===== config.mk =====
export PLATFORM = sky130hd
export DESIGN_NAME = bmd_256_latency_reader_flat
export DESIGN_NICKNAME = d
export VERILOG_FILES = /design/src/rtl/bmd_256_lat_pkg.sv /design/src/rtl/bmd_256_latency_reader_if.sv /design/src/rtl/bmd_256_lat_stats.sv /design/src/rtl/bmd_256_latency_reader.sv /design/src/flat_wrapper.sv
export SDC_FILE = /design/constraint.sdc
export NUM_CORES = 1
export LEC_CHECK = 0
export ABC_AREA = 1
export CAP_MARGIN = 20
export CORE_ASPECT_RATIO = 2
export CORE_MARGIN = 2
export CORE_UTILIZATION = 50
export DETAILED_ROUTE_END_ITERATION = 16
export GPL_ROUTABILITY_DRIVEN = 0
export PLACE_DENSITY = 0.85
export SETUP_SLACK_MARGIN = 0.15
export SYNTH_ARGS = -nofsm -noshare
export SYNTH_HDL_FRONTEND = slang
export SYNTH_HIERARCHICAL = 1
export SYNTH_SLANG_ARGS = --single-unit

===== constraint.sdc =====
create_clock -name clk -period 6.3 [get_ports clk]
set_input_delay 1.89 -clock clk [delete_from_list [all_inputs] [get_ports clk]]
set_output_delay 1.89 -clock clk [all_outputs]
set_load 0.01 [all_outputs]

===== src/rtl/bmd_256_lat_pkg.sv =====
// -----------------------------------------------------------------------------
// bmd_256_lat_pkg
// Shared constants and types for the echo-latency read path.
//   ECHO_TRANS_COUNTER_WIDTH : timestamp / latency width
//   LAT_ADDR_W               : timestamp BRAM address width (8192 entries)
//   LAT_BRAM_RD_LAT          : BRAM port-B read latency in clk cycles
//   lat_t / LAT_MIN_INIT     : latency word and the "no sample yet" minimum
// -----------------------------------------------------------------------------
package bmd_256_lat_pkg;

  localparam int ECHO_TRANS_COUNTER_WIDTH = 40;
  localparam int LAT_ADDR_W               = 13;
  localparam int LAT_BRAM_RD_LAT          = 2;

  typedef logic [ECHO_TRANS_COUNTER_WIDTH-1:0] lat_t;

  localparam lat_t LAT_MIN_INIT = '1;

endpackage


===== src/rtl/bmd_256_latency_reader_if.sv =====
// -----------------------------------------------------------------------------
// bmd_256_latency_reader_if
// Echo input, timestamp-BRAM read port and per-packet latency result.
//   echo_valid/echo_addr     : one returning echo and its sequence address
//   bram_reb/bram_rd_addr    : BRAM port-B enable and address
//   bram_rd_data             : BRAM port-B data
//   lat_valid/lat_value      : one-cycle strobe with the measured latency
// master = environment (RX engine + BRAM), slave = latency reader.
// -----------------------------------------------------------------------------
interface bmd_256_latency_reader_if #(
  parameter int CNT_W  = 40,
  parameter int ADDR_W = 13
);

  logic              echo_valid;
  logic [ADDR_W-1:0] echo_addr;
  logic              bram_reb;
  logic [ADDR_W-1:0] bram_rd_addr;
  logic [CNT_W-1:0]  bram_rd_data;
  logic              lat_valid;
  logic [CNT_W-1:0]  lat_value;

  modport master (
    output echo_valid, echo_addr, bram_rd_data,
    input  bram_reb, bram_rd_addr, lat_valid, lat_value
  );

  modport slave (
    input  echo_valid, echo_addr, bram_rd_data,
    output bram_reb, bram_rd_addr, lat_valid, lat_value
  );

endinterface


===== src/rtl/bmd_256_lat_stats.sv =====
// -----------------------------------------------------------------------------
// bmd_256_lat_stats
// Registers each latency sample and keeps running min/max/sum/count.
//   clk, clr            : clock, synchronous clear (rst or user stats clear)
//   in_valid, in_diff   : aligned latency sample
//   lat_valid/lat_value : registered sample strobe and value
//   lat_min/lat_max     : extremes since clear (min starts at all ones)
//   lat_sum/lat_num     : saturating sum and sample count
// -----------------------------------------------------------------------------
module bmd_256_lat_stats #(
  parameter int CNT_W = 40,
  parameter int SUM_W = 64,
  parameter int NUM_W = 32
) (
  input  logic             clk,
  input  logic             clr,
  input  logic             in_valid,
  input  logic [CNT_W-1:0] in_diff,
  output logic             lat_valid,
  output logic [CNT_W-1:0] lat_value,
  output logic [CNT_W-1:0] lat_min,
  output logic [CNT_W-1:0] lat_max,
  output logic [SUM_W-1:0] lat_sum,
  output logic [NUM_W-1:0] lat_num
);

  logic             valid_d, valid_q;
  logic [CNT_W-1:0] value_d, value_q;
  logic [CNT_W-1:0] min_d, min_q;
  logic [CNT_W-1:0] max_d, max_q;
  logic [SUM_W-1:0] sum_d, sum_q;
  logic [NUM_W-1:0] num_d, num_q;
  logic [SUM_W:0]   sum_ext;

  // Sum one bit wider so the carry-out detects saturation.
  assign sum_ext = {1'b0, sum_q} + {{(SUM_W+1-CNT_W){1'b0}}, in_diff};

  always_comb begin
    // NOTE: every signal gets a default first so no path leaves it unassigned
    // (which would infer a latch).
    valid_d = in_valid;
    value_d = value_q;
    min_d   = min_q;
    max_d   = max_q;
    sum_d   = sum_q;
    num_d   = num_q;
    if (in_valid) begin
      value_d = in_diff;
      if (in_diff < min_q) min_d = in_diff;
      if (in_diff > max_q) max_d = in_diff;
      sum_d = sum_ext[SUM_W] ? '1 : sum_ext[SUM_W-1:0];
      num_d = (num_q == '1) ? num_q : num_q + 1'b1;
    end
  end

  // NOTE: state flops use non-blocking assignments so every flop samples
  // pre-edge values regardless of statement order.
  always_ff @(posedge clk) begin
    if (clr) begin
      valid_q <= 1'b0;
      value_q <= '0;
      min_q   <= '1;
      max_q   <= '0;
      sum_q   <= '0;
      num_q   <= '0;
    end else begin
      valid_q <= valid_d;
      value_q <= value_d;
      min_q   <= min_d;
      max_q   <= max_d;
      sum_q   <= sum_d;
      num_q   <= num_d;
    end
  end

  assign lat_valid = valid_q;
  assign lat_value = value_q;
  assign lat_min   = min_q;
  assign lat_max   = max_q;
  assign lat_sum   = sum_q;
  assign lat_num   = num_q;

endmodule


===== src/rtl/bmd_256_latency_reader.sv =====
// -----------------------------------------------------------------------------
// bmd_256_latency_reader
// RX-side reader of the echo-latency timestamp BRAM. Each echo reads the send
// timestamp, the capture of latency_counter is delayed to line up with the
// BRAM read latency, and the modular difference becomes the packet latency
// (3 cycles from echo to lat_valid). Fully pipelined, one echo per cycle.
//   clk, rst             : clock, synchronous active-high reset
//   latency_reset_signal : user stats clear; discards in-flight samples
//   latency_counter      : free-running timestamp counter
//   lat_if (slave)       : echo in, BRAM port B, lat_valid/lat_value out
//   lat_min/max/sum/num  : running statistics since clear
//   seq_err_cnt          : out-of-order echo count (saturating)
// Optional: define BMD_LAT_SEQ_CHECK_EN to enable the sequence-address check;
// otherwise seq_err_cnt is tied to 0.
// -----------------------------------------------------------------------------
module bmd_256_latency_reader
  import bmd_256_lat_pkg::*;
#(
  parameter int CNT_W  = ECHO_TRANS_COUNTER_WIDTH,
  parameter int ADDR_W = LAT_ADDR_W,
  parameter int RD_LAT = LAT_BRAM_RD_LAT,
  parameter int SUM_W  = 64,
  parameter int NUM_W  = 32
) (
  input  logic                        clk,
  input  logic                        rst,
  input  logic                        latency_reset_signal,
  input  logic [CNT_W-1:0]            latency_counter,
  bmd_256_latency_reader_if.slave     lat_if,
  output logic [CNT_W-1:0]            lat_min,
  output logic [CNT_W-1:0]            lat_max,
  output logic [SUM_W-1:0]            lat_sum,
  output logic [NUM_W-1:0]            lat_num,
  output logic [15:0]                 seq_err_cnt
);

  logic clr;
  logic accept;

  assign clr    = rst | latency_reset_signal;
  assign accept = lat_if.echo_valid & ~clr;

  assign lat_if.bram_reb     = accept;
  assign lat_if.bram_rd_addr = lat_if.echo_addr;

  // Timestamp delay line matching the BRAM read latency.
  logic [RD_LAT-1:0] vld_d, vld_q;
  logic [CNT_W-1:0]  ts_d [RD_LAT];
  logic [CNT_W-1:0]  ts_q [RD_LAT];

  always_comb begin
    for (int i = RD_LAT - 1; i > 0; i--) begin
      vld_d[i] = vld_q[i-1];
      ts_d[i]  = ts_q[i-1];
    end
    vld_d[0] = accept;
    ts_d[0]  = latency_counter;
  end

  always_ff @(posedge clk) begin
    if (clr) vld_q <= '0;
    else     vld_q <= vld_d;
  end

  // NOTE: the timestamp words carry no reset; they are only consumed when the
  // matching valid bit is set, and the valid bits are reset.
  always_ff @(posedge clk) begin
    ts_q <= ts_d;
  end

  logic             sample_valid;
  logic [CNT_W-1:0] sample_diff;

  // Modular subtract absorbs counter wrap between send and echo.
  assign sample_valid = vld_q[RD_LAT-1];
  assign sample_diff  = ts_q[RD_LAT-1] - lat_if.bram_rd_data;

  bmd_256_lat_stats #(
    .CNT_W (CNT_W),
    .SUM_W (SUM_W),
    .NUM_W (NUM_W)
  ) u_stats (
    .clk       (clk),
    .clr       (clr),
    .in_valid  (sample_valid),
    .in_diff   (sample_diff),
    .lat_valid (lat_if.lat_valid),
    .lat_value (lat_if.lat_value),
    .lat_min   (lat_min),
    .lat_max   (lat_max),
    .lat_sum   (lat_sum),
    .lat_num   (lat_num)
  );

`ifdef BMD_LAT_SEQ_CHECK_EN
  logic [ADDR_W-1:0] exp_addr_d, exp_addr_q;
  logic [15:0]       seq_err_d, seq_err_q;

  // A mismatch resyncs to the received address so one lost echo counts once.
  always_comb begin
    exp_addr_d = exp_addr_q;
    seq_err_d  = seq_err_q;
    if (accept) begin
      if (lat_if.echo_addr != exp_addr_q) begin
        if (seq_err_q != '1) seq_err_d = seq_err_q + 16'd1;
        exp_addr_d = lat_if.echo_addr + 1'b1;
      end else begin
        exp_addr_d = exp_addr_q + 1'b1;
      end
    end
  end

  always_ff @(posedge clk) begin
    if (clr) begin
      exp_addr_q <= '0;
      seq_err_q  <= '0;
    end else begin
      exp_addr_q <= exp_addr_d;
      seq_err_q  <= seq_err_d;
    end
  end

  assign seq_err_cnt = seq_err_q;
`else
  assign seq_err_cnt = '0;
`endif

endmodule


===== src/flat_wrapper.sv =====
// flat-port wrapper written by rule: the top's interface ports become plain ports
module bmd_256_latency_reader_flat import bmd_256_lat_pkg::*;
#(
  parameter int CNT_W  = ECHO_TRANS_COUNTER_WIDTH,
  parameter int ADDR_W = LAT_ADDR_W,
  parameter int RD_LAT = LAT_BRAM_RD_LAT,
  parameter int SUM_W  = 64,
  parameter int NUM_W  = 32
)
  (clk, rst, latency_reset_signal, latency_counter, lat_min, lat_max, lat_sum, lat_num, seq_err_cnt, lat_if_echo_valid, lat_if_echo_addr, lat_if_bram_rd_data, lat_if_bram_reb, lat_if_bram_rd_addr, lat_if_lat_valid, lat_if_lat_value);
  bmd_256_latency_reader_if #(.CNT_W(CNT_W), .ADDR_W(ADDR_W)) lat_if_i ();
  input  logic clk;
  input  logic rst;
  input  logic latency_reset_signal;
  input  logic [CNT_W-1:0] latency_counter;
  output logic [CNT_W-1:0] lat_min;
  output logic [CNT_W-1:0] lat_max;
  output logic [SUM_W-1:0] lat_sum;
  output logic [NUM_W-1:0] lat_num;
  output logic [15:0] seq_err_cnt;
  input wire logic [$bits(lat_if_i.echo_valid)-1:0] lat_if_echo_valid;
  input wire logic [$bits(lat_if_i.echo_addr)-1:0] lat_if_echo_addr;
  input wire logic [$bits(lat_if_i.bram_rd_data)-1:0] lat_if_bram_rd_data;
  output wire logic [$bits(lat_if_i.bram_reb)-1:0] lat_if_bram_reb;
  output wire logic [$bits(lat_if_i.bram_rd_addr)-1:0] lat_if_bram_rd_addr;
  output wire logic [$bits(lat_if_i.lat_valid)-1:0] lat_if_lat_valid;
  output wire logic [$bits(lat_if_i.lat_value)-1:0] lat_if_lat_value;
  assign lat_if_i.echo_valid = lat_if_echo_valid;
  assign lat_if_i.echo_addr = lat_if_echo_addr;
  assign lat_if_i.bram_rd_data = lat_if_bram_rd_data;
  assign lat_if_bram_reb = lat_if_i.bram_reb;
  assign lat_if_bram_rd_addr = lat_if_i.bram_rd_addr;
  assign lat_if_lat_valid = lat_if_i.lat_valid;
  assign lat_if_lat_value = lat_if_i.lat_value;
  bmd_256_latency_reader #(.CNT_W(CNT_W), .ADDR_W(ADDR_W), .RD_LAT(RD_LAT), .SUM_W(SUM_W), .NUM_W(NUM_W)) u_core (.clk(clk), .rst(rst), .latency_reset_signal(latency_reset_signal), .latency_counter(latency_counter), .lat_if(lat_if_i), .lat_min(lat_min), .lat_max(lat_max), .lat_sum(lat_sum), .lat_num(lat_num), .seq_err_cnt(seq_err_cnt));
endmodule

==> flow_summary.ini <==
[yosys]
yosysMostFrequentCell = nand2_1
yosysUniqueCellTypes = 42
yosysSeqAreaShare_pct = 30.0
yosysTopAreaCellShare_pct = 30.0
synth_common_cells = nand2_1 (864), inv_1 (591), dfxtp_1 (299)
synth_area_um2 = 20000
async_flop_share_pct = 0
ys_ff_latch = 299
synth_area_leaders = dfxtp_1 (30%), nand2_1 (16%), inv_1 (11%), ha_1 (10%), nand3_1 (6.3%)
netlist_instances = 3140
synth-edff-count = 0
synth_flop_cell = dfxtp_1
synth_area_leader_cell = dfxtp_1
yosysWarningCount = 6
avgSynthCellArea_um2 = 6.36

[worst_setup_path]
critPathCaptureType = register
cp_common_cell = nand2_1
path_class = in2reg
critPathSlowestCell = clkdlybuf4s50_1
critical_path.startpoint_type = primary input
path_max_fanout = 4
crit_arrival_ns = 6.31
slowest_delay_ns = 0.53
required_ns = 6.81

[cells_and_area]
fin_nets = 3727
area_delta_synth_final_pct = 24.6
diodes = 0
fill_cells = 3576
stdcell_area_um2 = 24900
drive_above_1_share_pct = 5.90
final_cells = 4016

[pwr]
comb_power_share_pct = 25.3
switching_power_uw = 1690
ir_drop_mv = 0.264
p_sw_share_pct = 33.0
cellPowerDensity_nw_per_um2 = 206
power.leakage_uw = 0.0126
clkPwrFrac_pct = 36.7
p_int_uw = 3430
seqPwrFrac_pct = 38.0

[timing]
slew_viol_final = 0
tns_ns = 0
clock_skew_ns = 0.0190
tightest_slew_ns = 0.825
hold_viol_final = 0
setup_viol = 0
period_share_pct = 92.1
fmax_ghz = 0.172
period_minus_slack_ns = 5.80
grt_setup_unrepaired = no
maxSlewHeadroom_pct = 44.4

[grt]
grt_max_degree = 85
grt_pass1_wl_um = 109000
overflow = 0
grt_antenna_before_repair = 0
track_usage_pct = 33.3
grt_pass1_vias = 21200

[die]
die-height_um = 287
rows = 103
dieArea_um2 = 41600
initial_utilization_pct = 50.6
core_area_um2 = 39400
fp.dieW_um = 145
pin_count = 344

[job]
maxCapViolCount = 0

[clocking]
clk_pin_slew_ns = 0.08
post_cts_resized = 0
clk_latency_ns = 0.60
htree_levels = 1
clk_path_buf_depth = 3
cts_sinks = 299
cts_hold_buf = 0
cts-buffers-inserted = 29
cts_root_buffer = clkbuf_16
cts_tree = yes
post_cts_buffers = 0

[place]
detailed_place.area_um2 = 23900
dp.cells = 3963
place_hpwl_um = 55700
port_buffers = 301

[drt]
drt_iter0_drc = 1605
routed-via-count = 21800
routed_wl_um = 72200
drt-pass1-iter-count = 8
via_per_inst = 5.43
route.detailed.drc = 0
wire_per_inst_um = 18.0
ant_nets = 0

[worst_hold_path]
min_path_type = reg2reg

[run_status]
status = completed
state kept, by name (all words and copies together), names as in the netlist:
| name | flops |
|---|---|
| u_core/u_stats/lat_min | 40 |
| u_core/u_stats/lat_max | 40 |
| u_core/u_stats/lat_valid | 1 |
| u_core/u_stats/lat_num | 32 |
| u_core/ts_q | 40 |
| u_core/u_stats/lat_sum | 64 |
| u_core/u_stats/lat_value | 40 |
| u_core/vld_q | 2 |
| u_core/ts_d | 40 |
per-layer routing:
metal  track usage (%)  vias to the layer above  wire [µm]
li1                  -                    10400          -
met1              30.6                     9826      22900
met2              63.0                     1146      37200
met3              5.01                      420       4810
met4              28.9                        0       7300
met5                 0                        -          0
cell families (layout without fill, tap and decap cells):
logic type / Yosys count / after routing / synth area share (%)
compound gates: 398 / 398 / 10.7
xor+xnor: 74 / 74 / 3.25
fa+ha+maj: 161 / 161 / 10.2
buf+inv: 703 / 1039 / 14.0
flops: 299 / 299 / 30.0
other cells: 1 / 16 / 0.0188
simple gates: 1504 / 1504 / 31.8
path summary, 6_finish.rpt:
| check | end | cells past startpoint | slack [ns] | start |
|---|---|---|---|---|
| worst min-delay path | u_core/ts_q[34] | 0 | 0.33 | u_core/ts_d[34] |
| worst max-delay path | u_core/u_stats/lat_sum[44] | 28 | 0.50 | lat_if_bram_rd_data[0] |
| worst max register to register | u_core/u_stats/lat_sum[44] | 28 | 2.09 | u_core/ts_q[0] |
| worst min register to register | u_core/ts_q[34] | 0 | 0.33 | u_core/ts_d[34] |
placed cells by master (no fill, tap or decap), types with 4 or more instances in the layout:
cell / count
a21oi_1: 233
a21oi_4: 10
a31oi_1: 6
buf_12: 6
buf_4: 83
bufinv_16: 4
clkbuf_1: 4
clkbuf_16: 29
clkdlybuf4s50_1: 301
clkinv_2: 4
conb_1: 16
dfxtp_1: 298
ha_1: 159
inv_1: 590
inv_2: 5
inv_6: 4
nand2_1: 863
nand2_2: 15
nand3_1: 252
nand3_2: 9
nand3b_1: 8
nand4_1: 26
nor2_1: 244
nor2_2: 16
nor3_1: 41
nor3b_1: 6
nor4_1: 7
o21ai_0: 132
o21bai_1: 4
or2_2: 4
xnor2_1: 38
xor2_1: 36
through the flow:
| stage | total power (µW) | utilization [%] | hold slack (ns) | worst slack, ns |
|---|---|---|---|---|
| floorplan | 2780 | - | 0.310 | 1.40 |
| global placement | 3210 | 60.5 | 0.310 | 0.121 |
| detailed placement | 3240 | 60.5 | 0.312 | 0.0465 |
| CTS | 5100 | 63.1 | 0.326 | 0.668 |
| global route | 5310 | 63.1 | 0.329 | 0.184 |
| finish | 5120 | 63.1 | 0.326 | 0.499 |
worst max-delay path, delay by kind of cell:
family	cells	cell delay, ns
adder cells (fa/ha/maj)	3	1.02
AND/OR/NAND/NOR	20	2.49
buffers and inverters	5	0.92
layout make-up:
cell class / count / area [µm²] / share of cell area [%]
Sequential cell: 299 / 5990 / 24.1
Multi-Input combinational cell: 2153 / 11200 / 45.2
Inverter: 596 / 2240 / 9.01
Clock buffer: 35 / 768 / 3.09
Tap cell: 525 / 657 / 2.64
Timing Repair Buffer: 390 / 3760 / 15.1
Clock inverter: 18 / 224 / 0.901
power groups by stage:
stage | Sequential, µW | Clock, µW | Combinational, µW
global placement | 1990 | 0 | 1220
CTS | 1940 | 1890 | 1260
global route | 1950 | 1960 | 1410
detailed placement | 1990 | 0 | 1250
finish | 1940 | 1880 | 1300
floorplan | 1980 | 0 | 794
No activity file was read; power rests on OpenSTA's default activity.
